## src/rtl/seg_disp_arbiter.sv

```systemverilog
// seg_disp_arbiter: round-robin owner of the seven-segment display with hold time, value latch and digit scan
module seg_disp_arbiter #(
  parameter int SCAN_DIV     = 100000,
  parameter int BLANK_CYCLES = 4,
  parameter int HOLD_CYCLES  = 5000000
) (
  input  logic        clk,
  input  logic        clr,
  input  logic        req0,
  input  logic [31:0] data0,
  input  logic [1:0]  mode0,
  input  logic        req1,
  input  logic [31:0] data1,
  input  logic [1:0]  mode1,
  output logic [1:0]  gnt,
  output logic        ack0,
  output logic        ack1,
  output logic [31:0] disp_num,
  output logic [1:0]  disp_sw,
  output logic [1:0]  Scanning,
  output logic        blank
);
  localparam int PW = $clog2(SCAN_DIV);
  localparam int HW = $clog2(HOLD_CYCLES + 1);
  localparam logic [PW-1:0] P_LAST  = PW'(SCAN_DIV - 1);
  localparam logic [PW-1:0] P_BLANK = PW'(BLANK_CYCLES);
  localparam logic [HW-1:0] H_LOAD  = HW'(HOLD_CYCLES - 1);
  typedef enum logic [1:0] {IDLE, OWN0, OWN1} state_t;
  state_t        state, state_n;
  logic [PW-1:0] prescaler;
  logic [HW-1:0] hold_cnt, hold_n;
  logic          rr_last, rr_n, ack0_n, ack1_n, grant0, grant1, expired;
  logic [31:0]   num_n;
  logic [1:0]    sw_n, gnt_n;
  assign expired = hold_cnt == '0;
  assign blank   = prescaler < P_BLANK;
  // arbitration state and latched display registers
  always_ff @(posedge clk or posedge clr) begin
    if (clr) begin
      state    <= IDLE;
      hold_cnt <= '0;
      rr_last  <= 1'b1;
      gnt      <= 2'b00;
      ack0     <= 1'b0;
      ack1     <= 1'b0;
      disp_num <= '0;
      disp_sw  <= '0;
    end else begin
      state    <= state_n;
      hold_cnt <= hold_n;
      rr_last  <= rr_n;
      gnt      <= gnt_n;
      ack0     <= ack0_n;
      ack1     <= ack1_n;
      disp_num <= num_n;
      disp_sw  <= sw_n;
    end
  end
  // next owner, hold countdown, live tracking and grant action
  always_comb begin
    state_n = state;
    hold_n  = hold_cnt;
    rr_n    = rr_last;
    ack0_n  = 1'b0;
    ack1_n  = 1'b0;
    num_n   = disp_num;
    sw_n    = disp_sw;
    grant0  = 1'b0;
    grant1  = 1'b0;
    case (state)
      IDLE: begin
        grant0 = req0 & (~req1 | rr_last);
        grant1 = req1 & (~req0 | ~rr_last);
      end
      OWN0: begin
        if (!expired) hold_n = hold_cnt - 1'b1;
        if (expired && req1) grant1 = 1'b1;
        else if (expired && !req0) state_n = IDLE;
        else if (req0) begin
          num_n = data0;
          sw_n  = mode0;
        end
      end
      OWN1: begin
        if (!expired) hold_n = hold_cnt - 1'b1;
        if (expired && req0) grant0 = 1'b1;
        else if (expired && !req1) state_n = IDLE;
        else if (req1) begin
          num_n = data1;
          sw_n  = mode1;
        end
      end
      default: state_n = IDLE;
    endcase
    if (grant0) begin
      state_n = OWN0;
      ack0_n  = 1'b1;
      num_n   = data0;
      sw_n    = mode0;
      hold_n  = H_LOAD;
      rr_n    = 1'b0;
    end
    if (grant1) begin
      state_n = OWN1;
      ack1_n  = 1'b1;
      num_n   = data1;
      sw_n    = mode1;
      hold_n  = H_LOAD;
      rr_n    = 1'b1;
    end
    gnt_n = {state_n == OWN1, state_n == OWN0};
  end
  // free-running digit scan, independent of arbitration
  always_ff @(posedge clk or posedge clr) begin
    if (clr) begin
      prescaler <= '0;
      Scanning  <= 2'd0;
    end else begin
      prescaler <= (prescaler == P_LAST) ? '0 : prescaler + 1'b1;
      if (prescaler == P_LAST) Scanning <= Scanning + 2'd1;
    end
  end
endmodule
```

## config.mk

```make
export PLATFORM = sky130hd
export DESIGN_NAME = seg_disp_arbiter
export DESIGN_NICKNAME = d
export VERILOG_FILES = /design/src/rtl/seg_disp_arbiter.sv
export SDC_FILE = /design/constraint.sdc
export NUM_CORES = 1
export LEC_CHECK = 0
export BUFFER_PORTS_ARGS = -buffer_cell sky130_fd_sc_hd__buf_2
export CAP_MARGIN = 20
export CORE_MARGIN = 8
export CORE_UTILIZATION = 40
export CTS_CLUSTER_DIAMETER = 40
export DETAILED_ROUTE_END_ITERATION = 6
export PLACE_DENSITY = 0.7
export SLEW_MARGIN = 20
export SYNTH_ARGS = -nofsm -noshare
export SYNTH_HDL_FRONTEND = slang
export SYNTH_SLANG_ARGS = --single-unit
```

## constraint.sdc

```tcl
create_clock -name clk -period 3.8 [get_ports clk]
set_input_delay 0.19 -clock clk [delete_from_list [all_inputs] [get_ports clk]]
set_output_delay 0.19 -clock clk [all_outputs]
set_load 0.005 [all_outputs]
```

Word level (Yosys, flattened, before mapping):

Cells that the tools add are included.
W data, S select, Z words.

* register bits: 83
* latch bits: 0
* memory bits (writable): 0
* memory bits (read-only): 0
* bits of input ports: 72
* output and inout bits: 41
* word-level logic and storage cells: 85
* memories kept: 0

* $add $sub $neg: 3
* multipliers: 0
* div/mod/pow operators: 0
* order comparisons: 1
* equal/unequal tests: 12
* shift-type cells: 0
* multiplexer cells: 38
* bitwise gates (word level): 7
* reductions and logical operators: 14

Operators by type and width (number)
* $mux W32: 8
* $mux W23: 4
* $pmux W32 S2: 1
* $mux W2: 14
* $ne A4 B4 Y1 const B: 6
* $logic_not A23 Y1: 1
* $sub A23 B1 Y23 const B: 1
* $add A17 B1 Y17 const B: 1
* $eq A17 B17 Y1 const B: 1
* $lt A17 B3 Y1 const B: 1
* $mux W17: 1
* $reduce_and A7 Y1: 1
* $mux W1: 6
* $pmux W2 S3: 1
* $eq A2 B1 Y1 const B: 2
* $eq A2 B2 Y1 const B: 2
* $logic_and A1 B1 Y1: 4
* $pmux W1 S2: 2
* $pmux W2 S2: 1
* $reduce_bool A4 Y1: 1
* $ne A3 B3 Y1 const B: 1
* $not A1 Y1: 3
* $reduce_bool A3 Y1: 1
* $add A2 B1 Y2 const B: 1
* other kinds (7): 10

Longest topological paths before layout:

Gate-level depths: netlist (run 1).

* depth after elaboration: 8
* mapped depth: 10
* mapped depth without buffers: 8

Least setup slack after synthesis (run 1):

Ideal clock, no wire load.

* path type: reg2reg
* start point: register hold_cnt[2]
* end point: register disp_num[0]
* library setup time: 0.125 ns
* arrival: 2.444 ns
* required time: 3.675 ns
* setup slack: 1.231 ns
* cell stages (with the launch flop): 9
* path buffers: 2
* period minus slack after synthesis: 2.569 ns
* path through: dfrtp_1 > nor4_4 > nand2_2 > or3_4 > a221o_1 > buf_6 > buf_6 > mux2_4 > mux2_4

* cells in the longest elaborated chain, start to end: 6
* elaborated cells on any way between the ends: 19
* classes of those cells: eq/ne: 6; mux: 6; reduce/logical: 7

RTL lines
* start: declaration: RTL line 31 `logic [HW-1:0] hold_cnt, hold_n;`
* start signal: assignment: RTL line 50 `hold_cnt <= hold_n;`
* $logic_not A23 Y1 (*): RTL line 35 `assign expired = hold_cnt == '0;`
* $logic_and A1 B1 Y1, on equally long branches: RTL line 86, 77
* $mux W1, on equally long branches: RTL line 86, 77
* $pmux W1 S2: RTL line 70 `case (state)`
* $ne A4 B4 Y1 (no line), or another cell as far along
* $reduce_and A7 Y1 (no line) / $mux W32 (equally long branches)
* end signal: assignment: RTL line 55 `disp_num <= num_n;`
* end: declaration: RTL line 18 `output logic [31:0] disp_num,`

Every way passes the cells marked *; elsewhere a longest branch is shown, timed or not.
A chain may end at the register's enable or synchronous reset.

Worst setup path in the final report (run 1):

* start point: register hold_cnt[2]
* end point: register disp_num[8]

The elaborated chain is that of the path after synthesis.

==> impl_metrics.env, run 1 <==
export IMPL_critPathKind="flop to flop"
export IMPL_async_reset_ff_frac=1.00
export IMPL_crit_cells=8
export IMPL_r2r_slack_ns=0.89
export IMPL_fmax_mhz=344
export IMPL_path_clk_slew_ns=0.08
export IMPL_grt_pass1_wl_um=15700
export IMPL_hold_start="data1[6]"
export IMPL_pin_count=113
export IMPL_hold_violations=0
export IMPL_cts_sinks=83
export IMPL_crit_fanout=34
export IMPL_period_share=0.765
export IMPL_yosys_most_used_dff="dfrtp_1"
export IMPL_cts_tree="yes"
export IMPL_final_nets=569
export IMPL_final_common_cell="buf_2"
export IMPL_synthTopCellsByArea="dfrtp_1, mux2_4, xnor2_1"
export IMPL_worst_path_buf_inv=2
export IMPL_yosysSeqAreaShare=0.466
export IMPL_fp_dieH_um=122
export IMPL_rsz0062_at_grt="no"
export IMPL_drv_cap=0
export IMPL_grt_pass1_vias=3179
export IMPL_synth_cells=372
export IMPL_yosysTopAreaCell="dfrtp_1"
export IMPL_gp_congestion=0.871
export IMPL_syn_area_um2=4460
export IMPL_num_vias=3157
export IMPL_synth_seq_cells=83
export IMPL_initial_core_util=0.411
export IMPL_port_buffer_count=112
export IMPL_die_width_um=122
export IMPL_clockBufferDepth=2
export IMPL_numCtsBuffers=9
export IMPL_outcome="finished, final reports clean"
export IMPL_period_minus_slack_ns=2.91
export IMPL_maxSlewViolCount=0
export IMPL_routedWlPerCell_um=15.1
export IMPL_synth_area_per_cell_um2=12.0
export IMPL_grt_max_degree=58
export IMPL_final_util=0.497
export IMPL_r2r_end="disp_num[8]$_DFFE_PP0P_"
export IMPL_ys_types=42
export IMPL_tightest_slew_ns=1.07
export IMPL_syn_to_final_growth_pct=20.7
export IMPL_h_tree_depth=3
export IMPL_die_area_um2=14800
export IMPL_cts_setup_buffers=0
export IMPL_required_ns=4.03
export IMPL_drt_iter0_markers=129
export IMPL_slowest_stage="nor4_1"
export IMPL_start_kind="flop"
export IMPL_reg2reg_depth=8
export IMPL_relSlewSlack=0.279
export IMPL_firstDrtPassIters=4
export IMPL_power_density_nw_per_um2=705
export IMPL_syn_nets=452
export IMPL_finalSetupViolations=0
export IMPL_routed_wl_um=9560
export IMPL_synth_edf_count=0
export IMPL_n_antenna_cell=0
export IMPL_worstHoldEndpoint="disp_num[6]$_DFFE_PP0P_"
export IMPL_post_dp_hpwl_um=7050
export IMPL_peakVddDrop_mv=0.491
export IMPL_crit_arrival_ns=3.14
export IMPL_setup_tns_ns=0
export IMPL_via_per_inst=4.98
export IMPL_layout_common_cells="buf_2, dfrtp_1, mux2_4, nor2_1, nand2_1"
export IMPL_drc=0
export IMPL_clock_latency_ns=0.35
export IMPL_std_cell_rows=38
export IMPL_grt_overflow=0
export IMPL_yosys_warnings=0
export IMPL_cp_end_kind="flop"
export IMPL_hp_class="input port to flop"
export IMPL_p_leak_nw=2.55
export IMPL_crit_chain="nor4_4 > nand3_1 > nor4_1 > o21ai_0 > inv_1 > a221o_2 > buf_12 > mux2_2"
export IMPL_min_path_cells=3
export IMPL_grt_use_total=0.130
export IMPL_layout_drive_gt1_share=0.431
export IMPL_coreArea_um2=10800
export IMPL_synth_top_area_share=0.460
export IMPL_finClkSkew_ns=0.00666
export IMPL_antenna_found_initial=0
export IMPL_slowest_delay_ns=0.54
export IMPL_r2r_start="hold_cnt[2]$_DFFE_PP0P_"
export IMPL_path_delay_family="simple AND/OR/NAND/NOR gates"
export IMPL_cts_root_buf="clkbuf_8"
export IMPL_ant_nets=0
-- how the worst max path moves through the flow --
stage | end | from
CTS | disp_num[8]$_DFFE_PP0P_ | hold_cnt[2]$_DFFE_PP0P_
global route | disp_num[8]$_DFFE_PP0P_ | hold_cnt[0]$_DFFE_PP0P_
floorplan | disp_num[0]$_DFFE_PP0P_ | hold_cnt[2]$_DFFE_PP0P_
detailed placement | disp_num[8]$_DFFE_PP0P_ | hold_cnt[0]$_DFFE_PP0P_
finish | disp_num[8]$_DFFE_PP0P_ | hold_cnt[2]$_DFFE_PP0P_
global placement | disp_num[9]$_DFFE_PP0P_ | hold_cnt[0]$_DFFE_PP0P_
-- stage by stage --
step                power [mW]  worst slack, ns  area [um2]  hold slack, ns  std cells
finish                    3.80            0.894        5380           0.193        634
global route              4.04            0.728        5380           0.167        634
CTS                       3.84            0.925        5350          0.0427        632
detailed placement        3.23            0.969        5170           0.429        616
global placement          3.19             1.04        5170           0.429        616
floorplan                 2.77             1.23        4460           0.365        372
-- routing by layer --
metal / global-route usage / part of all wire / up-vias
met5: 0 / 0 / -
met3: 0.0407 / 0.081 / 9
met2: 0.209 / 0.46 / 98
met1: 0.165 / 0.45 / 1522
met4: 0.0393 / 0.010 / 0
li1: - / - / 1528
-- report_power, final --
group	switching (mW)	internal (mW)	total, mW
sequential	0.139	1.14	1.27
combinational	0.803	1.13	1.94
clock	0.312	0.274	0.586
-- final cells by class --
class / instances / area (um2)
Tap cell: 140 / 175
Multi-Input combinational cell: 266 / 2260
Inverter: 11 / 42.5
Clock buffer: 11 / 151
Sequential cell: 83 / 2080
Clock inverter: 5 / 35.0
Timing Repair Buffer: 118 / 646
Fill cell: 926 / 5460
-- registers in the layout, summed over array words and instances, names as in the netlist --
name,count
gnt,2
prescaler,17
ack0,1
hold_cnt,23
state,2
Scanning,2
disp_num,32
rr_last,1
disp_sw,2
ack1,1
-- synthesized netlist by cell type (6+ instances only) --
| cell type | n |
|---|---|
| dfrtp_1 | 82 |
| mux2_4 | 60 |
| nor2_1 | 36 |
| nand2_1 | 33 |
| xnor2_1 | 19 |
| xor2_1 | 18 |
| nand3_1 | 14 |
| inv_1 | 11 |
| nor3_1 | 10 |
| nand4_1 | 9 |
| ha_1 | 8 |
| mux2_2 | 8 |
| nor4_1 | 8 |
| o21ai_0 | 6 |
-- cell families after synthesis --
group                    after synthesis  share of synthesized area
adder cells (fa/ha/maj)                8                     0.0224
multiplexers                          68                      0.222
buffers and inverters                 23                     0.0289
AND/OR/NAND/NOR                      134                      0.159
XOR/XNOR                              37                     0.0727
flip-flops                            83                      0.466
AO/OA/AOI/OAI                         19                     0.0286
-- repair_timing --
action,in CTS,in global routing
endpoints found under the hold margin,0,26
gates resized for setup,0,0
hold buffers,0,1
-- worst register-to-register path, delay by kind of cell (launching register included) --
kind | cells | cell delay [ns]
DFF | 1 | 0.45
buffers and inverters | 2 | 0.42
AOI/OAI and AO/OA | 2 | 0.40
muxes | 1 | 0.40
and+or+nand+nor | 3 | 1.12
No activity file was read; power rests on OpenSTA's default activity.
==> run 2, diff against run 1 <==
--- a/config.mk
+++ b/config.mk
@@ -11,7 +11,7 @@
 export CORE_UTILIZATION = 40
 export CTS_CLUSTER_DIAMETER = 40
 export DETAILED_ROUTE_END_ITERATION = 6
-export PLACE_DENSITY = 0.7
+export PLACE_DENSITY = 0.72
 export SLEW_MARGIN = 20
 export SYNTH_ARGS = -nofsm -noshare
 export SYNTH_HDL_FRONTEND = slang
==> constraint.sdc (replaced) <==
create_clock -name clk -period 2.63 [get_ports clk]
set_input_delay 0.1315 -clock clk [delete_from_list [all_inputs] [get_ports clk]]
set_output_delay 0.1315 -clock clk [all_outputs]
set_load 0.005 [all_outputs]
==> run 2 against run 1 <==
Effect of this change: hold slack worse by 0.075 ns; final area is 4.9% higher; register-to-register slack worse by 0.84 ns; largest cell class unchanged; routed wire length is 6.4% higher; sequential share of layout area is 1.7 points lower; non-clock buffer count is 23 higher; fmax is 13% higher; via count is 4.7% higher; largest power group unchanged; power is 56% higher.
==> impl_metrics.env, run 2 (synthesized netlist as in run 1, its figures left out) <==
export IMPL_p_leak_nw=2.69
export IMPL_final_area_um2=5650
export IMPL_cts_tree="yes"
export IMPL_critPathKind="flop to flop"
export IMPL_whs_ns=0.118
export IMPL_required_ns=2.88
export IMPL_setup_tns_ns=0
export IMPL_fin_total_pwr_mw=5.94
export IMPL_hold_violations=0
export IMPL_power_density_nw_per_um2=1050
export IMPL_maxSlewViolCount=0
export IMPL_outcome="finished, final reports clean"
export IMPL_final_nets=592
export IMPL_drc=0
export IMPL_finClkSkew_ns=0.0126
export IMPL_die_width_um=122
export IMPL_r2r_end="disp_num[17]$_DFFE_PP0P_"
export IMPL_pwr_share_comb=0.499
export IMPL_slowest_delay_ns=0.45
export IMPL_path_delay_family="simple AND/OR/NAND/NOR gates"
export IMPL_final_util=0.521
export IMPL_p_int_mw=4.04
export IMPL_num_vias=3305
export IMPL_cts_sinks=83
export IMPL_crit_fanout=22
export IMPL_ant_nets=0
export IMPL_preCtsSetupSlack_ns=0.0648
export IMPL_worstHoldEndpoint="disp_num[14]$_DFFE_PP0P_"
export IMPL_grt_max_degree=84
export IMPL_grt_pass1_vias=3301
export IMPL_h_tree_depth=3
export IMPL_antenna_found_initial=0
export IMPL_crit_arrival_ns=2.83
export IMPL_period_minus_slack_ns=2.57
export IMPL_rsz0062_at_grt="yes"
export IMPL_power_switching_mw=1.90
export IMPL_layout_common_cells="buf_2, dfrtp_1, mux2_4, nor2_1, nand2_1"
export IMPL_start_kind="flop"
export IMPL_peakVddDrop_mv=0.676
export IMPL_n_antenna_cell=0
export IMPL_drv_cap=0
export IMPL_largest_reg_flops=32
export IMPL_switching_share=0.320
export IMPL_final_common_cell="buf_2"
export IMPL_crit_chain="nor4_4 > nand2_2 > or3_4 > a221o_2 > buf_12 > mux2_4 > mux2_4"
export IMPL_period_share=0.979
export IMPL_std_cell_rows=38
export IMPL_cp_end_kind="flop"
export IMPL_port_buffer_count=112
export IMPL_initial_core_util=0.411
export IMPL_layout_drive_gt1_share=0.474
export IMPL_grt_use_total=0.137
export IMPL_numCtsBuffers=9
export IMPL_slowest_stage="dfrtp_2"
export IMPL_fp_dieH_um=122
export IMPL_hold_start="data1[14]"
export IMPL_r2r_start="hold_cnt[4]$_DFFE_PP0P_"
export IMPL_worst_path_buf_inv=1
export IMPL_r2r_slack_ns=0.06
export IMPL_drt_iter0_markers=235
export IMPL_fmax_mhz=388
export IMPL_min_path_cells=3
export IMPL_dpl_cell_area_um2=5350
export IMPL_clockBufferDepth=2
export IMPL_routed_wl_um=10200
export IMPL_hp_class="input port to flop"
export IMPL_finalSetupViolations=0
export IMPL_cts_root_buf="clkbuf_8"
export IMPL_syn_to_final_growth_pct=26.6
export IMPL_die_area_um2=14800
export IMPL_final_cells=657
export IMPL_path_clk_slew_ns=0.09
export IMPL_finalWorstSetupSlack_ns=0.0552
export IMPL_coreArea_um2=10800
export IMPL_clock_latency_ns=0.36
export IMPL_relSlewSlack=0.574
export IMPL_firstDrtPassIters=5
export IMPL_cpMostUsedCell="mux2_4"
export IMPL_seqPwrFrac=0.311
export IMPL_post_dp_hpwl_um=7410
export IMPL_place_inst=638
export IMPL_routedWlPerCell_um=15.5
export IMPL_top_regs="disp_num (32), hold_cnt (23), prescaler (17)"
export IMPL_via_per_inst=5.03
export IMPL_clock_power_share=0.190
export IMPL_grt_overflow=0
export IMPL_grt_pass1_wl_um=16300
export IMPL_pin_count=113
export IMPL_tightest_slew_ns=0.634
export IMPL_reg2reg_depth=7
export IMPL_gp_congestion=0.813
export IMPL_regMostFlops="disp_num"
[run 2: cell count changes in the layout (fill, tap and decap cells not counted), sizes merged]
cell      previous run  this run
clkbuf              11         9
clkinvlp             1         0
bufinv               0         3
inv                 11        12
clkinv               4         3
buf                117       140
[run 2: power groups by stage]
| stage | sequential, mW | clock [mW] | combinational, mW |
|---|---|---|---|
| floorplan | 1.88 | 0 | 2.13 |
| global placement | 1.85 | 0 | 2.90 |
| detailed placement | 1.87 | 0 | 2.97 |
| CTS | 1.85 | 1.16 | 2.99 |
| global route | 1.89 | 1.21 | 3.19 |
| finish | 1.84 | 1.13 | 2.96 |
[run 2: worst max-delay path by stage]
stage / startpoint / endpoint / cells past startpoint
5_1_grt: hold_cnt[4]$_DFFE_PP0P_ / disp_num[17]$_DFFE_PP0P_ / 7
3_5_place_dp: hold_cnt[3]$_DFFE_PP0P_ / disp_num[17]$_DFFE_PP0P_ / 7
4_1_cts: hold_cnt[16]$_DFFE_PP0P_ / disp_num[30]$_DFFE_PP0P_ / 7
2_1_floorplan: hold_cnt[2]$_DFFE_PP0P_ / disp_num[0]$_DFFE_PP0P_ / 8
3_3_place_gp: hold_cnt[3]$_DFFE_PP0P_ / disp_num[23]$_DFFE_PP0P_ / 7
6_report: hold_cnt[4]$_DFFE_PP0P_ / disp_num[17]$_DFFE_PP0P_ / 7
[run 2: worst reg2reg max path: stages (launching register included)]
cell and delay, ns:
dfrtp_2 0.45, nor4_4 0.35, nand2_2 0.10, or3_4 0.41
a221o_2 0.39, buf_12 0.19, mux2_4 0.32, mux2_4 0.26
[run 2: layer usage]
layer,global-route usage,vias up,share of wire
li1,-,1573,-
met4,0.0563,0,0.015
met5,0,-,0
met1,0.171,1614,0.42
met3,0.0379,12,0.078
met2,0.218,106,0.48
[run 2: timing repair]
item | CTS | global route
setup endpoints to repair | 0 | 35
gates resized for setup | 0 | 9
buffers inserted | 0 | 2
hold buffers | 1 | 0
hold endpoints to repair | 82 | 0
[run 2: cell type report]
class	instances	area (um2)
inverters	11	42.5
flip-flops and latches	83	2080
repair buffers	141	818
multi-input cells	266	2280
fillers	902	5190
clock inverters	7	124
clock buffers	9	124
well taps	140	175
==> run 3, diff against run 2 <==
--- a/config.mk
+++ b/config.mk
@@ -5,13 +5,14 @@
 export SDC_FILE = /design/constraint.sdc
 export NUM_CORES = 1
 export LEC_CHECK = 0
+export ABC_AREA = 1
 export BUFFER_PORTS_ARGS = -buffer_cell sky130_fd_sc_hd__buf_2
 export CAP_MARGIN = 20
 export CORE_MARGIN = 8
-export CORE_UTILIZATION = 40
+export CORE_UTILIZATION = 30
 export CTS_CLUSTER_DIAMETER = 40
 export DETAILED_ROUTE_END_ITERATION = 6
-export PLACE_DENSITY = 0.72
+export PLACE_DENSITY = 0.58
 export SLEW_MARGIN = 20
 export SYNTH_ARGS = -nofsm -noshare
 export SYNTH_HDL_FRONTEND = slang
==> run 3 against run 2 <==
Effect of this change: final cell count grew 81%; clock power grew 12%; fmax grew 15%; critical path depth grew 4; highest routed layer is now met5; combinational power grew 6%; core utilization shrank 16 points.
==> impl_metrics.env, run 3 <==
export IMPL_outcome="finished, final reports clean"
export IMPL_routedWlPerCell_um=13.3
export IMPL_synth_area_per_cell_um2=6.51
export IMPL_synthTopCellsByArea="dfrtp_1, nand2_1, nor2_1"
export IMPL_grt_use_total=0.142
export IMPL_start_kind="flop"
export IMPL_via_per_inst=4.47
export IMPL_crit_arrival_ns=2.44
export IMPL_final_util=0.365
export IMPL_gp_congestion=0.836
export IMPL_drt_iter0_markers=413
export IMPL_largest_reg_flops=32
export IMPL_hold_violations=0
export IMPL_maxSlewViolCount=0
export IMPL_synth_seq_cells=83
export IMPL_cts_tree="yes"
export IMPL_async_reset_ff_frac=1.00
export IMPL_final_common_cell="nand2_1"
export IMPL_synth_most_common_cell="nand2_1"
export IMPL_crit_fanout=14
export IMPL_cp_end_kind="flop"
export IMPL_n_antenna_cell=0
export IMPL_setup_tns_ns=0
export IMPL_die_width_um=152
export IMPL_ant_nets=0
export IMPL_grt_max_degree=46
export IMPL_post_dp_hpwl_um=11500
export IMPL_cts_root_buf="clkbuf_16"
export IMPL_die_area_um2=23100
export IMPL_yosys_top_cells_count="nand2_1, dfrtp_1, nor2_1"
export IMPL_routed_wl_um=15800
export IMPL_std_cell_rows=49
export IMPL_power_density_nw_per_um2=947
export IMPL_drc=0
export IMPL_hp_class="input port to flop"
export IMPL_fmax_mhz=449
export IMPL_pin_count=113
export IMPL_yosysTopAreaCell="dfrtp_1"
export IMPL_top_regs="disp_num (32), hold_cnt (23), prescaler (17)"
export IMPL_slowest_stage="dfrtp_1"
export IMPL_finClkSkew_ns=0.0125
export IMPL_antenna_found_initial=1
export IMPL_clockBufferDepth=2
export IMPL_cts_hold_fix_buffers=1
export IMPL_whs_ns=0.0850
export IMPL_period_share=0.848
export IMPL_coreArea_um2=18100
export IMPL_regMostFlops="disp_num"
export IMPL_numCtsBuffers=9
export IMPL_period_minus_slack_ns=2.23
export IMPL_final_nets=1037
export IMPL_worst_path_buf_inv=2
export IMPL_cts_resized=0
export IMPL_path_clk_slew_ns=0.07
export IMPL_clock_latency_ns=0.35
export IMPL_required_ns=2.84
export IMPL_yosys_most_used_dff="dfrtp_1"
export IMPL_rsz0062_at_grt="no"
export IMPL_synth_edf_count=0
export IMPL_port_buffer_count=112
export IMPL_synth_cells=853
export IMPL_grt_overflow=0
export IMPL_slowest_delay_ns=0.36
export IMPL_grt_pass1_vias=5241
export IMPL_synth_top_area_share=0.369
export IMPL_fp_dieH_um=152
export IMPL_path_delay_family="simple AND/OR/NAND/NOR gates"
export IMPL_num_vias=5325
export IMPL_syn_to_final_growth_pct=18.7
export IMPL_relSlewSlack=0.470
export IMPL_cts_setup_buffers=0
export IMPL_ys_types=39
export IMPL_peakVddDrop_mv=0.459
export IMPL_initial_core_util=0.307
export IMPL_nFillCells=1938
export IMPL_crit_chain="inv_1 > ha_1 > nand2_1 > nor2_1 > nand4_1 > nand2_1 > nand2_2 > buf_4 > nand2_2 > nor2_2 > o21ai_0"
export IMPL_yosys_warnings=0
export IMPL_p_leak_nw=3.60
export IMPL_layout_drive_gt1_share=0.200
export IMPL_syn_nets=933
export IMPL_h_tree_depth=3
export IMPL_cts_sinks=83
export IMPL_firstDrtPassIters=5
export IMPL_finalSetupViolations=0
export IMPL_grt_pass1_wl_um=27000
export IMPL_tightest_slew_ns=0.794
export IMPL_drv_cap=0
export IMPL_yosysSeqAreaShare=0.374
export IMPL_syn_area_um2=5560
export IMPL_critPathKind="flop to flop"
export IMPL_layout_common_cells="nand2_1, buf_2, dfrtp_1, nor2_1, inv_1"
-- run 3: final cells by class --
cell class / instances / area (um2) / share of cell area
multi-input cells: 682 / 3050 / 0.462
flip-flops and latches: 83 / 2080 / 0.315
well taps: 229 / 287 / 0.0434
inverters: 57 / 220 / 0.0334
clock inverters: 5 / 55.1 / 0.00834
clock buffers: 11 / 233 / 0.0353
repair buffers: 124 / 678 / 0.103
-- run 3: layer usage --
layer	track usage	vias to the layer above	part of all wire
met5	0	-	0.00051
met1	0.182	2390	0.48
met4	0.0562	2	0.019
li1	-	2796	-
met2	0.223	121	0.45
met3	0.0389	16	0.057
-- run 3: worst paths after layout --
check	from	to	slack [ns]	depth (start not counted)
max in group asynchronous	clr	hold_cnt[0]$_DFFE_PP0P_	1.39	4
min in group asynchronous	clr	Scanning[0]$_DFFE_PP0N_	0.47	3
min	data1[16]	disp_num[16]$_DFFE_PP0P_	0.08	5
max	hold_cnt[0]$_DFFE_PP0P_	hold_cnt[18]$_DFFE_PP0P_	0.40	11
min reg2reg	Scanning[1]$_DFFE_PP0N_	Scanning[1]$_DFFE_PP0N_	0.46	1
max reg2reg	hold_cnt[0]$_DFFE_PP0P_	hold_cnt[18]$_DFFE_PP0P_	0.40	11
-- run 3: logic make-up (layout without fill, tap and decap cells) --
group           count (synthesis)  count (layout)  synth area share
buf+inv                        88             197            0.0777
simple gates                  629             629             0.474
fa+ha+maj                       8               8            0.0180
xor+xnor                       21              21            0.0331
compound gates                 24              24            0.0236
flops                          83              83             0.374
-- run 3: worst min-delay path, cell delays in order --
cell	delay, ns
buf_2	0.09
nand2_1	0.04
nand2_1	0.05
nand2_1	0.04
nand2_1	0.04
-- run 3: per-stage QoR --
step | cells | cell area [um2] | power, mW | setup WS, ns
3_3_place_gp | 1174 | 6300 | 5.02 | 0.463
2_1_floorplan | 853 | 5560 | 4.20 | 0.363
3_5_place_dp | 1174 | 6300 | 5.08 | 0.380
5_1_grt | 1191 | 6600 | 6.89 | 0.167
6_report | 1191 | 6600 | 6.25 | 0.401
4_1_cts | 1191 | 6600 | 6.38 | 0.373
-- run 3: where the power goes --
part           internal, mW  switching, mW
clock                 0.733          0.528
combinational          1.07           2.08
sequential             1.64          0.207
